[config.mk]
export PLATFORM = sky130hd
export DESIGN_NAME = multu_sequencer
export DESIGN_NICKNAME = d
export VERILOG_FILES = /design/src/rtl/multu_sequencer_pkg.sv /design/src/rtl/multu_shift_add_step.sv /design/src/rtl/multu_sequencer.sv
export SDC_FILE = /design/constraint.sdc
export NUM_CORES = 1
export LEC_CHECK = 0
export ABC_AREA = 0
export BUFFER_PORTS_ARGS = -buffer_cell sky130_fd_sc_hd__buf_4
export CAP_MARGIN = 20
export CORE_MARGIN = 2
export CORE_UTILIZATION = 35
export DETAILED_ROUTE_END_ITERATION = 10
export PLACE_DENSITY = 0.63
export SYNTH_ARGS = -nofsm -noshare
export SYNTH_HDL_FRONTEND = slang
export SYNTH_SLANG_ARGS = --single-unit
[constraint.sdc]
create_clock -name Clk -period 6.5 [get_ports Clk]
set_clock_uncertainty 0.15 [all_clocks]
set_input_delay 1.3 -clock Clk [delete_from_list [all_inputs] [get_ports Clk]]
set_output_delay 1.3 -clock Clk [all_outputs]
set_load 0.02 [all_outputs]
[src/rtl/multu_sequencer_pkg.sv]
// Shared CPU decode constants and the MULTU sequencer state encoding.
package cpu_defs;

  localparam logic [5:0] FUNCT_MULTU = 6'b011001;
  localparam logic [5:0] FUNCT_MFHI  = 6'b010000;
  localparam logic [5:0] FUNCT_MFLO  = 6'b010010;

  typedef enum logic [1:0] {
    IDLE = 2'd0,
    RUN  = 2'd1,
    DONE = 2'd2
  } mult_state_e;

endpackage

[src/rtl/multu_shift_add_step.sv]
// One radix-2 shift-add multiply step: conditionally add the multiplicand into
// the upper half, then shift the whole accumulator right with the carry.
module multu_shift_add_step
  import cpu_defs::*;
#(
  parameter int WIDTH = 32
) (
  input  logic [2*WIDTH-1:0] acc_i,
  input  logic [WIDTH-1:0]   mcand_i,
  output logic [2*WIDTH-1:0] acc_o
);

  logic [WIDTH-1:0] addend;
  logic [WIDTH:0]   sum;

  assign addend = acc_i[0] ? mcand_i : {WIDTH{1'b0}};
  // The WIDTH+1 sum keeps the carry, which becomes the new MSB after the shift.
  assign sum    = {1'b0, acc_i[2*WIDTH-1:WIDTH]} + {1'b0, addend};
  assign acc_o  = {sum, acc_i[WIDTH-1:1]};

endmodule

[src/rtl/multu_sequencer.sv]
// Multi-cycle MULTU sequencer owning HI/LO; stalls HI/LO readers and a second
// MULTU while a multiply is still running.
module multu_sequencer
  import cpu_defs::*;
#(
  parameter  int WIDTH = 32,
  localparam int CNT_W = $clog2(WIDTH)
) (
  input  logic             Clk,
  input  logic             Reset,
  input  logic             Start,
  input  logic [WIDTH-1:0] OpA,
  input  logic [WIDTH-1:0] OpB,
  input  logic             HiLoRead,
  output logic             Busy,
  output logic             Stall,
  output logic             Done,
  output logic [WIDTH-1:0] Hi,
  output logic [WIDTH-1:0] Lo
);

  localparam logic [CNT_W-1:0] LAST_CNT = CNT_W'(WIDTH - 1);

  mult_state_e        state_q, state_d;
  logic [CNT_W-1:0]   cnt_q, cnt_d;
  logic [2*WIDTH-1:0] acc_q, acc_d;
  logic [WIDTH-1:0]   mcand_q, mcand_d;
  logic [WIDTH-1:0]   hi_q, hi_d;
  logic [WIDTH-1:0]   lo_q, lo_d;
  logic [2*WIDTH-1:0] acc_step;

  multu_shift_add_step #(
    .WIDTH (WIDTH)
  ) u_step (
    .acc_i   (acc_q),
    .mcand_i (mcand_q),
    .acc_o   (acc_step)
  );

  always_comb begin
    state_d = state_q;
    cnt_d   = cnt_q;
    acc_d   = acc_q;
    mcand_d = mcand_q;
    hi_d    = hi_q;
    lo_d    = lo_q;
    case (state_q)
      IDLE, DONE: begin
        if (Start) begin
          acc_d   = {{WIDTH{1'b0}}, OpB};
          mcand_d = OpA;
          cnt_d   = '0;
          state_d = RUN;
        end else begin
          state_d = IDLE;
        end
      end
      RUN: begin
        // A Start arriving here is stalled and ignored; the pipeline re-presents it.
        acc_d = acc_step;
        cnt_d = cnt_q + CNT_W'(1);
        if (cnt_q == LAST_CNT) begin
          hi_d    = acc_step[2*WIDTH-1:WIDTH];
          lo_d    = acc_step[WIDTH-1:0];
          cnt_d   = '0;
          state_d = DONE;
        end
      end
      default: state_d = IDLE;
    endcase
  end

  always_ff @(posedge Clk) begin
    if (Reset) begin
      state_q <= IDLE;
      cnt_q   <= '0;
      acc_q   <= '0;
      mcand_q <= '0;
      hi_q    <= '0;
      lo_q    <= '0;
    end else begin
      state_q <= state_d;
      cnt_q   <= cnt_d;
      acc_q   <= acc_d;
      mcand_q <= mcand_d;
      hi_q    <= hi_d;
      lo_q    <= lo_d;
    end
  end

  assign Busy  = (state_q == RUN);
  assign Stall = Busy & (HiLoRead | Start);
  assign Done  = (state_q == DONE);
  assign Hi    = hi_q;
  assign Lo    = lo_q;

endmodule
==> impl_metrics.json <==
{
  "initial_utilization_pct": 35.7,
  "drive_gt1_share_pct": 16.4,
  "layout.cells.most_common": "nand2_1",
  "place.gp.congestion": 0.847,
  "cts_resized": 0,
  "core_sq_um": 23500,
  "cts_root_buf": "clkbuf_16",
  "h-tree-depth": 4,
  "setup.worst_path.start_class": "primary input",
  "synthTopCellsByArea": "dfxtp_1 40%, nand2_1 12%, a21oi_1 7.1%",
  "synthToLayoutAreaGrowth_pct": 21.5,
  "wirelength_mm": 23.3,
  "synthFlopType": "dfxtp_1",
  "yosysWarnings": 0,
  "cts_tree": "built",
  "ys_seq_area_share_pct": 39.9,
  "end_kind": "flop",
  "tns_ns": 0,
  "irDropWorstVdd_mv": 0.174,
  "grt_max_degree": 89,
  "die_x_microns": 159,
  "synth_cell_types": 69,
  "seq_power_share_pct": 47.0,
  "final_cell_mix": "261 x nand2_1, 167 x dfxtp_1, 143 x buf_4",
  "antenna_found_initial": 0,
  "port_buffers": 134,
  "viasPerCell": 5.26,
  "postCtsSetupBuffers": 0,
  "worstPathArrival_ns": 3.61,
  "hold_buffers": 0,
  "multi_input_area_sq_um": 4700,
  "synth.cell_area_sq_um": 8370,
  "via_count": 7917,
  "firstDrtPassIters": 5,
  "slew_viol_final": 0,
  "clkSinkCount": 167,
  "fp.dieArea_sq_um": 25200,
  "synth.avg_cell_area_sq_um": 7.71,
  "switchingPower_uw": 647,
  "leakagePower_uw": 0.00418,
  "clockBufferDepth": 2,
  "finalCritPeriodShare_pct": 52.8,
  "rows": 56,
  "pin_count": 135,
  "powerDensity_nw_per_um2": 226,
  "grt-ovfl-total": 0,
  "status": "completed",
  "synth.net_count": 1189,
  "grt_pass1_wl_mm": 37.5,
  "hold_viol": 0,
  "switching_share_pct": 28.2,
  "required_ns": 6.67,
  "ys_seq_elements": 167,
  "die_h_microns": 159,
  "drt_iter0_drc": 634,
  "clockPowerShare_pct": 44.4,
  "antenna_left": 0,
  "min_path_type": "reg -> reg",
  "drv_cap": 0,
  "crit_path_max_fanout": 64,
  "wl_per_cell_microns": 15.5,
  "ff_latch_area_sq_um": 3340,
  "cp_cell_sequence": "buf_4 > clkinv_1 > nand2_1 > nor2_1 > mux2i_1 > nand3_1",
  "cpLargestDelayFamily": "buffers and inverters",
  "critPathSlowestCell": "clkinv_1",
  "internal_power_uw": 1650,
  "criticalPathCategory": "in -> reg",
  "tightest_slew_ns": 0.942,
  "n_antenna_cell": 0,
  "place_ws_ns": 2.66,
  "drc_errors": 0,
  "rsz0062_at_grt": "no",
  "timing.final.ws_setup_ns": 3.07,
  "synth_top_area_share_pct": 39.9,
  "finalSetupViolations": 0,
  "final_nets": 1277,
  "async_reset_ff_share_pct": 0,
  "synth_edf_count": 0,
  "clock_latency_ns": 0.44,
  "slew_headroom_pct": 37.1,
  "cts_buffers": 17,
  "grt_pass1_vias": 7535,
  "fmax_mhz": 291,
  "cp_slowest_stage_delay_ns": 0.73,
  "layout_min_cycle_time_ns": 3.43,
  "clk_pin_slew_ns": 0.07,
  "critPathBufInv": 2,
  "p_comb_share_pct": 8.6,
  "postSynthCellCount": 1086,
  "yosysTopAreaCell": "dfxtp_1",
  "fillers": 2425,
  "dp_hpwl_mm": 15.9,
  "grt_usage_pct": 18.7
}
[worst register-to-register path, stage by stage (launching register included)]
cell       delay (ns)
dfxtp_1          0.30
buf_4            0.23
and2_1           0.23
ha_1             0.42
nand3_1          0.20
a211oi_2         0.36
a21oi_2          0.17
a21bo_1          0.25
a2111oi_2        0.59
mux2i_1          0.25
nand2_1          0.06
[cells by family after synthesis]
group	count (synthesis)	synth area share, %
simple gates	478	24.7
compound gates	298	23.6
flops	167	39.9
buf+inv	86	4.07
fa+ha+maj	35	5.32
xor+xnor	17	1.78
mux	5	0.598
[final timing paths]
check                                start    endpoint  slack (ns)  depth (start not counted)
worst max register to register    acc_q[0]   acc_q[60]        3.17                         10
worst min register to register  mcand_q[7]  mcand_q[7]        0.30                          2
worst min-delay path            mcand_q[7]  mcand_q[7]        0.30                          2
worst max-delay path                 Reset   acc_q[62]        3.07                          6
[metal layers]
layer / global-route usage [%] / vias to the layer above / part of all wire (%)
met4: 5.79 / 0 / 1.8
li1: - / 3992 / -
met3: 4.14 / 33 / 5.4
met1: 24.8 / 3673 / 47
met5: 0 / - / 0
met2: 30.1 / 219 / 46
[layout make-up]
| cell class | instances | share of cell area (%) |
|---|---|---|
| multi-input combinational | 833 | 46.2 |
| tap | 319 | 3.92 |
| timing repair buffer | 144 | 10.7 |
| clock buffer | 17 | 4.18 |
| clock inverter | 15 | 1.73 |
| sequential | 167 | 32.9 |
| inverter | 11 | 0.406 |
[flip-flops by register name, indices dropped and copies added (netlist names)]
| signal | cells |
|---|---|
| acc_q | 64 |
| Hi | 32 |
| Lo | 32 |
| mcand_q | 32 |
| cnt_q | 5 |
| state_q | 2 |
[power by group through the flow]
stage	Clock (uW)	Combinational, uW	Sequential, uW
floorplan	0	126	1100
global placement	0	194	1100
detailed placement	0	198	1100
CTS	1040	199	1080
global route	1090	220	1090
finish	1020	197	1080
[stage by stage]
| step | cell area (sq um) | total power [uW] | hold WS (ns) | util [%] | std cells |
|---|---|---|---|---|---|
| floorplan | 8370 | 1220 | 0.282 | - | 1086 |
| global placement | 9560 | 1300 | 0.288 | 40.7 | 1473 |
| detailed placement | 9570 | 1300 | 0.292 | 40.8 | 1474 |
| CTS | 10200 | 2320 | 0.302 | 43.3 | 1506 |
| global route | 10200 | 2390 | 0.317 | 43.3 | 1506 |
| finish | 10200 | 2300 | 0.298 | 43.3 | 1506 |
[synthesized netlist by cell type, types with 4 or more instances]
cell type / instances
buf_1: 10
clkbuf_1: 55
nor2_1: 92
a31oi_1: 9
nor3_1: 14
a311oi_1: 35
a211oi_1: 10
nand2b_1: 9
nand3_1: 29
a32o_1: 4
a21oi_1: 119
a211o_1: 4
xor2_1: 10
dfxtp_1: 167
inv_1: 9
o21ai_0: 36
and2_1: 35
a22oi_1: 15
o211ai_1: 5
or3_1: 9
nand4_1: 5
xnor2_1: 7
ha_1: 34
nand2_1: 262
mux2i_1: 5
and3_1: 9
buf_2: 7
a21o_1: 17
No activity file was read; power rests on OpenSTA's default activity.
